==> config.mk <==
export PLATFORM = sky130hd
export DESIGN_NAME = cond_branch_resolver
export DESIGN_NICKNAME = d
export VERILOG_FILES = /design/src/rtl/cond_branch_resolver.sv
export SDC_FILE = /design/constraint.sdc
export NUM_CORES = 1
export LEC_CHECK = 0
export BUFFER_PORTS_ARGS = -buffer_cell sky130_fd_sc_hd__buf_2
export CAP_MARGIN = 20
export CORE_UTILIZATION = 52
export DETAILED_ROUTE_END_ITERATION = 6
export MAX_ROUTING_LAYER = met4
export PLACE_DENSITY = 0.92
export SLEW_MARGIN = 20
export SYNTH_ARGS = -nofsm -noshare
export SYNTH_HDL_FRONTEND = slang
export SYNTH_SLANG_ARGS = --single-unit
==> constraint.sdc <==
create_clock -name clk -period 2.8 [get_ports clk]
set_input_delay 0.42 -clock clk [delete_from_list [all_inputs] [get_ports clk]]
set_output_delay 0.42 -clock clk [all_outputs]
set_load 0.03 [all_outputs]
==> src/rtl/cond_branch_resolver.sv <==
// -----------------------------------------------------------------------------
// cond_branch_resolver
//
// Purpose:
//   Holds the Z/N flags produced by the compare unit in Execute and resolves
//   conditional branches against them. A taken branch becomes a redirect
//   towards Fetch (valid/ready handshake). Once Fetch accepts it, a flush pulse
//   of fixed length squashes younger instructions. Saturating statistics
//   counters track resolved and taken branches.
//
// Ports:
//   clk           in   1        clock, all state updates on rising edge
//   rst_n         in   1        asynchronous active-low reset
//   flags_we      in   1        capture cmp_result MSB / cmp_zero into flags
//   cmp_result    in   DATA_W   A-B from compare unit (MSB is the N flag)
//   cmp_zero      in   1        zero flag from compare unit
//   br_valid      in   1        branch request valid
//   br_ready      out  1        branch can be accepted (IDLE only)
//   br_cond       in   3        branch condition code (see cond_e)
//   br_target     in   ADDR_W   redirect address if taken
//   redir_valid   out  1        redirect pending towards Fetch
//   redir_ready   in   1        Fetch accepts redirect
//   redir_target  out  ADDR_W   redirect address, stable while redir_valid
//   flush         out  1        squash younger instructions
//   flag_z        out  1        registered zero flag
//   flag_n        out  1        registered negative flag
//   taken_cnt     out  CNT_W    branches resolved taken (saturating)
//   resolved_cnt  out  CNT_W    branches resolved in total (saturating)
// -----------------------------------------------------------------------------
module cond_branch_resolver #(
  parameter int DATA_W    = 4,
  parameter int ADDR_W    = 8,
  parameter int FLUSH_CYC = 2,
  parameter int CNT_W     = 8
) (
  input  logic              clk,
  input  logic              rst_n,
  input  logic              flags_we,
  input  logic [DATA_W-1:0] cmp_result,
  input  logic              cmp_zero,
  input  logic              br_valid,
  output logic              br_ready,
  input  logic [2:0]        br_cond,
  input  logic [ADDR_W-1:0] br_target,
  output logic              redir_valid,
  input  logic              redir_ready,
  output logic [ADDR_W-1:0] redir_target,
  output logic              flush,
  output logic              flag_z,
  output logic              flag_n,
  output logic [CNT_W-1:0]  taken_cnt,
  output logic [CNT_W-1:0]  resolved_cnt
);

  // Flush counter only needs to hold FLUSH_CYC-1.
  localparam int              FC_W    = (FLUSH_CYC > 1) ? $clog2(FLUSH_CYC) : 1;
  localparam logic [FC_W-1:0] FC_LOAD = FC_W'(FLUSH_CYC - 1);

  typedef enum logic [1:0] {
    ST_IDLE     = 2'd0,
    ST_REDIRECT = 2'd1,
    ST_FLUSH    = 2'd2
  } state_e;

  typedef enum logic [2:0] {
    C_ALWAYS = 3'd0,
    C_EQ     = 3'd1,
    C_NE     = 3'd2,
    C_LT     = 3'd3,
    C_GE     = 3'd4,
    C_LE     = 3'd5,
    C_GT     = 3'd6,
    C_NEVER  = 3'd7
  } cond_e;

  state_e              state_q, state_d;
  logic                flag_z_q, flag_z_d;
  logic                flag_n_q, flag_n_d;
  logic                redir_valid_q, redir_valid_d;
  logic [ADDR_W-1:0]   redir_target_q, redir_target_d;
  logic                flush_q, flush_d;
  logic [FC_W-1:0]     flush_cnt_q, flush_cnt_d;
  logic [CNT_W-1:0]    taken_cnt_q, taken_cnt_d;
  logic [CNT_W-1:0]    resolved_cnt_q, resolved_cnt_d;

  logic                eff_z;
  logic                eff_n;
  logic                cond_true;
  logic                br_accept;

  // A branch resolved in the same cycle as a flag update must see the new
  // flags, otherwise a compare-then-branch pair would use stale state.
  assign eff_z = flags_we ? cmp_zero               : flag_z_q;
  assign eff_n = flags_we ? cmp_result[DATA_W-1]   : flag_n_q;

  always_comb begin
    cond_true = 1'b0;
    case (cond_e'(br_cond))
      C_ALWAYS: cond_true = 1'b1;
      C_EQ:     cond_true = eff_z;
      C_NE:     cond_true = ~eff_z;
      C_LT:     cond_true = eff_n;
      C_GE:     cond_true = ~eff_n;
      C_LE:     cond_true = eff_z | eff_n;
      C_GT:     cond_true = ~eff_z & ~eff_n;
      C_NEVER:  cond_true = 1'b0;
      default:  cond_true = 1'b0;
    endcase
  end

  // br_ready is a pure decode of the state register so it rises as soon as
  // reset is released (state is already IDLE).
  assign br_ready  = (state_q == ST_IDLE);
  assign br_accept = br_valid && (state_q == ST_IDLE);

  always_comb begin
    state_d        = state_q;
    flag_z_d       = flag_z_q;
    flag_n_d       = flag_n_q;
    redir_valid_d  = redir_valid_q;
    redir_target_d = redir_target_q;
    flush_d        = flush_q;
    flush_cnt_d    = flush_cnt_q;
    taken_cnt_d    = taken_cnt_q;
    resolved_cnt_d = resolved_cnt_q;

    // Flags are captured regardless of the branch state machine.
    if (flags_we) begin
      flag_z_d = cmp_zero;
      flag_n_d = cmp_result[DATA_W-1];
    end

    case (state_q)
      ST_IDLE: begin
        if (br_accept) begin
          if (resolved_cnt_q != {CNT_W{1'b1}}) begin
            resolved_cnt_d = resolved_cnt_q + CNT_W'(1);
          end
          if (cond_true) begin
            if (taken_cnt_q != {CNT_W{1'b1}}) begin
              taken_cnt_d = taken_cnt_q + CNT_W'(1);
            end
            redir_target_d = br_target;
            redir_valid_d  = 1'b1;
            state_d        = ST_REDIRECT;
          end
        end
      end

      ST_REDIRECT: begin
        // Waits for Fetch indefinitely; target is held untouched.
        if (redir_ready) begin
          redir_valid_d = 1'b0;
          flush_d       = 1'b1;
          flush_cnt_d   = FC_LOAD;
          state_d       = ST_FLUSH;
        end
      end

      ST_FLUSH: begin
        if (flush_cnt_q == '0) begin
          flush_d = 1'b0;
          state_d = ST_IDLE;
        end else begin
          flush_cnt_d = flush_cnt_q - FC_W'(1);
        end
      end

      default: begin
        state_d       = ST_IDLE;
        redir_valid_d = 1'b0;
        flush_d       = 1'b0;
      end
    endcase
  end

  always_ff @(posedge clk or negedge rst_n) begin
    if (!rst_n) begin
      state_q        <= ST_IDLE;
      flag_z_q       <= 1'b0;
      flag_n_q       <= 1'b0;
      redir_valid_q  <= 1'b0;
      redir_target_q <= '0;
      flush_q        <= 1'b0;
      flush_cnt_q    <= '0;
      taken_cnt_q    <= '0;
      resolved_cnt_q <= '0;
    end else begin
      state_q        <= state_d;
      flag_z_q       <= flag_z_d;
      flag_n_q       <= flag_n_d;
      redir_valid_q  <= redir_valid_d;
      redir_target_q <= redir_target_d;
      flush_q        <= flush_d;
      flush_cnt_q    <= flush_cnt_d;
      taken_cnt_q    <= taken_cnt_d;
      resolved_cnt_q <= resolved_cnt_d;
    end
  end

  assign redir_valid  = redir_valid_q;
  assign redir_target = redir_target_q;
  assign flush        = flush_q;
  assign flag_z       = flag_z_q;
  assign flag_n       = flag_n_q;
  assign taken_cnt    = taken_cnt_q;
  assign resolved_cnt = resolved_cnt_q;

endmodule

==> flow_summary.json <==
{
  "cp-end-kind": "register",
  "r2r_cells": 5,
  "fin_cells": 197,
  "yosysSeqAreaShare_pct": 54.9,
  "maxSlewHeadroom_pct": 55.7,
  "grt_pass1_vias": 1015,
  "die_w_um": 54.1,
  "path_cells": "mux2_4, a221oi_1, o21a_1, buf_4, mux2_1",
  "cts_setup_buffers": 0,
  "wl_per_cell_um": 14.0,
  "hold_viol": 0,
  "fp-row-count": 18,
  "synth_fp_nets": 136,
  "n_fill_cell": 193,
  "fmax_mhz": 482,
  "rsz0062_at_grt": "no",
  "antenna_found_initial": 0,
  "crit_path_end": "redir_target[4]",
  "dr.pass1.iters": 5,
  "cts_resized": 0,
  "r2r-end": "redir_target[4]",
  "path_buf_inv": 1,
  "clkLatencyLatePin_ns": 0.34,
  "drive_above_1_share_pct": 42.5,
  "cp.depth": 5,
  "clk_path_buf_depth": 2,
  "startpoint_type": "register",
  "wl_um": 2760,
  "cts_tree": "built",
  "synthCells": 113,
  "run_status": "complete, no violations",
  "p_per_area_mw_per_mm2": 1130,
  "cts_hold_buf": 0,
  "power_leakage_uw": 0.000896,
  "drtAntennaViolNets": 0,
  "grt_use_total_pct": 22.7,
  "cap_violations": 0,
  "drc": 0,
  "synth-seq-cells": 31,
  "overflow": 0,
  "grt_busiest_layer": "met2",
  "chipHeight_um": 54.1,
  "grt_pass1_wl_um": 4330,
  "report.final.setup_viol": 0,
  "r2r-start": "flag_n",
  "clock_sinks": 31,
  "cp_max_fo": 7,
  "cts-htree-levels": 2,
  "die_area_mm2": 0.00293,
  "n_antenna_cell": 0,
  "dpl.cell_count": 189,
  "syn-cell-area_mm2": 0.00141,
  "grt_max_degree": 32,
  "slowest_stage": "dfrtp_1",
  "max_stage_delay_ns": 0.39,
  "first_iter_violations": 9,
  "final_nets": 189,
  "num_vias": 1060,
  "io_pins": 50,
  "core_area_mm2": 0.00252,
  "critPathTopFamily": "compound AO/OA/AOI/OAI gates",
  "crit_required_ns": 3.01,
  "use_met2_pct": 36.8,
  "layout_min_cycle_time_ns": 2.08,
  "met1_usage_pct": 23.8,
  "ff2ff_setup_slack_ns": 0.72,
  "syn_to_final_growth_pct": 23.9,
  "io_buffers": 46,
  "yosysWarnings": 0,
  "hpwl_um": 2060,
  "startpoint": "flag_n",
  "place_congestion": 0.764,
  "final-max-slew-violation-count": 0,
  "arrival_ns": 2.29,
  "hp-class": "in2async",
  "yosysUniqueCellTypes": 31,
  "worstSetupPathType": "reg2reg",
  "worst_clock_skew_ns": 0.00737,
  "root_buffer": "clkbuf_4",
  "cts_buffers": 5,
  "period_share_pct": 74.1,
  "drt-vias-per-instance": 5.38,
  "grt_use_met3_pct": 8.47,
  "finalSetupTns_ns": 0,
  "synth_area_per_cell_um2": 12.5,
  "tightest_slew_ns": 0.664,
  "peakVddDrop_uv": 724,
  "clk_transition_reported_paths_ns": 0.10,
  "initial_core_util_pct": 56.1
}
==> state kept, by name, indices dropped and copies added (netlist names) <==
name / cells
flush_cnt_q: 1
redir_valid: 1
flag_n: 1
resolved_cnt: 8
flag_z: 1
flush: 1
taken_cnt: 8
redir_target: 8
state_q: 2
==> metal layers <==
layer	part of all wire, %	vias to the layer above
li1	-	501
met1	41	519
met2	51	35
met3	6.3	5
met4	1.8	0
met5	0	-
==> per-stage QoR <==
step                hold WS, ns  setup WS, ns  utilization [%]  instance area, um^2  power (uW)
detailed placement        0.481         0.532             66.0                 1670        1640
finish                    0.102         0.725             69.4                 1750        1990
global placement          0.455         0.630             66.0                 1670        1590
floorplan                 0.124         0.855                -                 1410        1380
global route              0.154         0.601             69.4                 1750        2110
CTS                       0.121         0.714             69.4                 1750        2010
==> power breakdown <==
| part | switching, uW | internal, uW | total, uW |
|---|---|---|---|
| combinational | 545 | 306 | 850 |
| clock | 157 | 211 | 367 |
| sequential | 154 | 616 | 769 |
==> final cells by class <==
class,count,area [um^2],area share [%]
Clock buffer,6,51.3,2.93
Clock inverter,2,35.0,2.00
Inverter,2,7.51,0.429
Multi-Input combinational cell,78,599,34.2
Sequential cell,31,776,44.3
Tap cell,30,37.5,2.14
Timing Repair Buffer,48,245,14.0
==> layout by cell type (no fill, tap or decap) <==
master	instances
a221oi_1	2
clkinv_2	1
ha_1	2
xnor2_1	6
bufinv_16	1
clkbuf_4	5
o21ai_1	1
dfrtp_1	31
nor2_1	6
buf_4	2
nor2b_1	2
nand2b_1	2
clkbuf_8	1
mux2_1	3
nand4_1	3
inv_1	2
a21oi_1	4
and4b_1	1
o21ai_0	4
xor2_1	5
nand3_1	3
and3_1	4
and2b_4	1
nand2_1	9
and2_2	2
mux2i_1	1
a21o_1	2
mux2_2	6
a31oi_4	1
nand3_2	1
buf_2	46
a41oi_2	1
o21a_1	2
mux2_4	3
and2_1	1
==> synth_stat cells, drive strengths merged <==
cell type | n | area, um^2
a21o | 2 | 15.0
a21oi | 4 | 20.0
a221oi | 2 | 17.5
a31oi | 1 | 21.3
a41oi | 1 | 16.3
and2 | 3 | 21.3
and2b | 1 | 10.0
and3 | 4 | 25.0
and4b | 1 | 10.0
buf | 2 | 31.3
dfrtp | 31 | 776
ha | 2 | 25.0
inv | 2 | 7.51
mux2 | 12 | 146
mux2i | 1 | 10.0
nand2 | 9 | 33.8
nand2b | 2 | 12.5
nand3 | 4 | 25.0
nand4 | 3 | 18.8
nor2 | 6 | 22.5
nor2b | 2 | 12.5
o21a | 2 | 15.0
o21ai | 5 | 25.0
xnor2 | 6 | 52.6
xor2 | 5 | 43.8
==> worst min path at each step <==
stage	startpoint	to	slack, ns	depth (start not counted)
3_5_place_dp	resolved_cnt[5]	resolved_cnt[5]	0.48	1
5_1_grt	rst_n	taken_cnt[3]	0.15	1
3_3_place_gp	redir_valid	redir_valid	0.45	1
6_report	rst_n	redir_valid	0.10	1
4_1_cts	rst_n	redir_valid	0.12	1
2_1_floorplan	rst_n	flag_n	0.12	0
==> kinds of logic (layout without fill, tap and decap cells) <==
logic type	Yosys count	in the layout	synth area share, %
compound gates	17	17	9.20
buf+inv	4	58	2.74
flops	31	31	54.9
fa+ha+maj	2	2	1.77
mux	13	13	11.1
simple gates	35	35	13.5
xor+xnor	11	11	6.81
(Power assumes the default switching activity.)
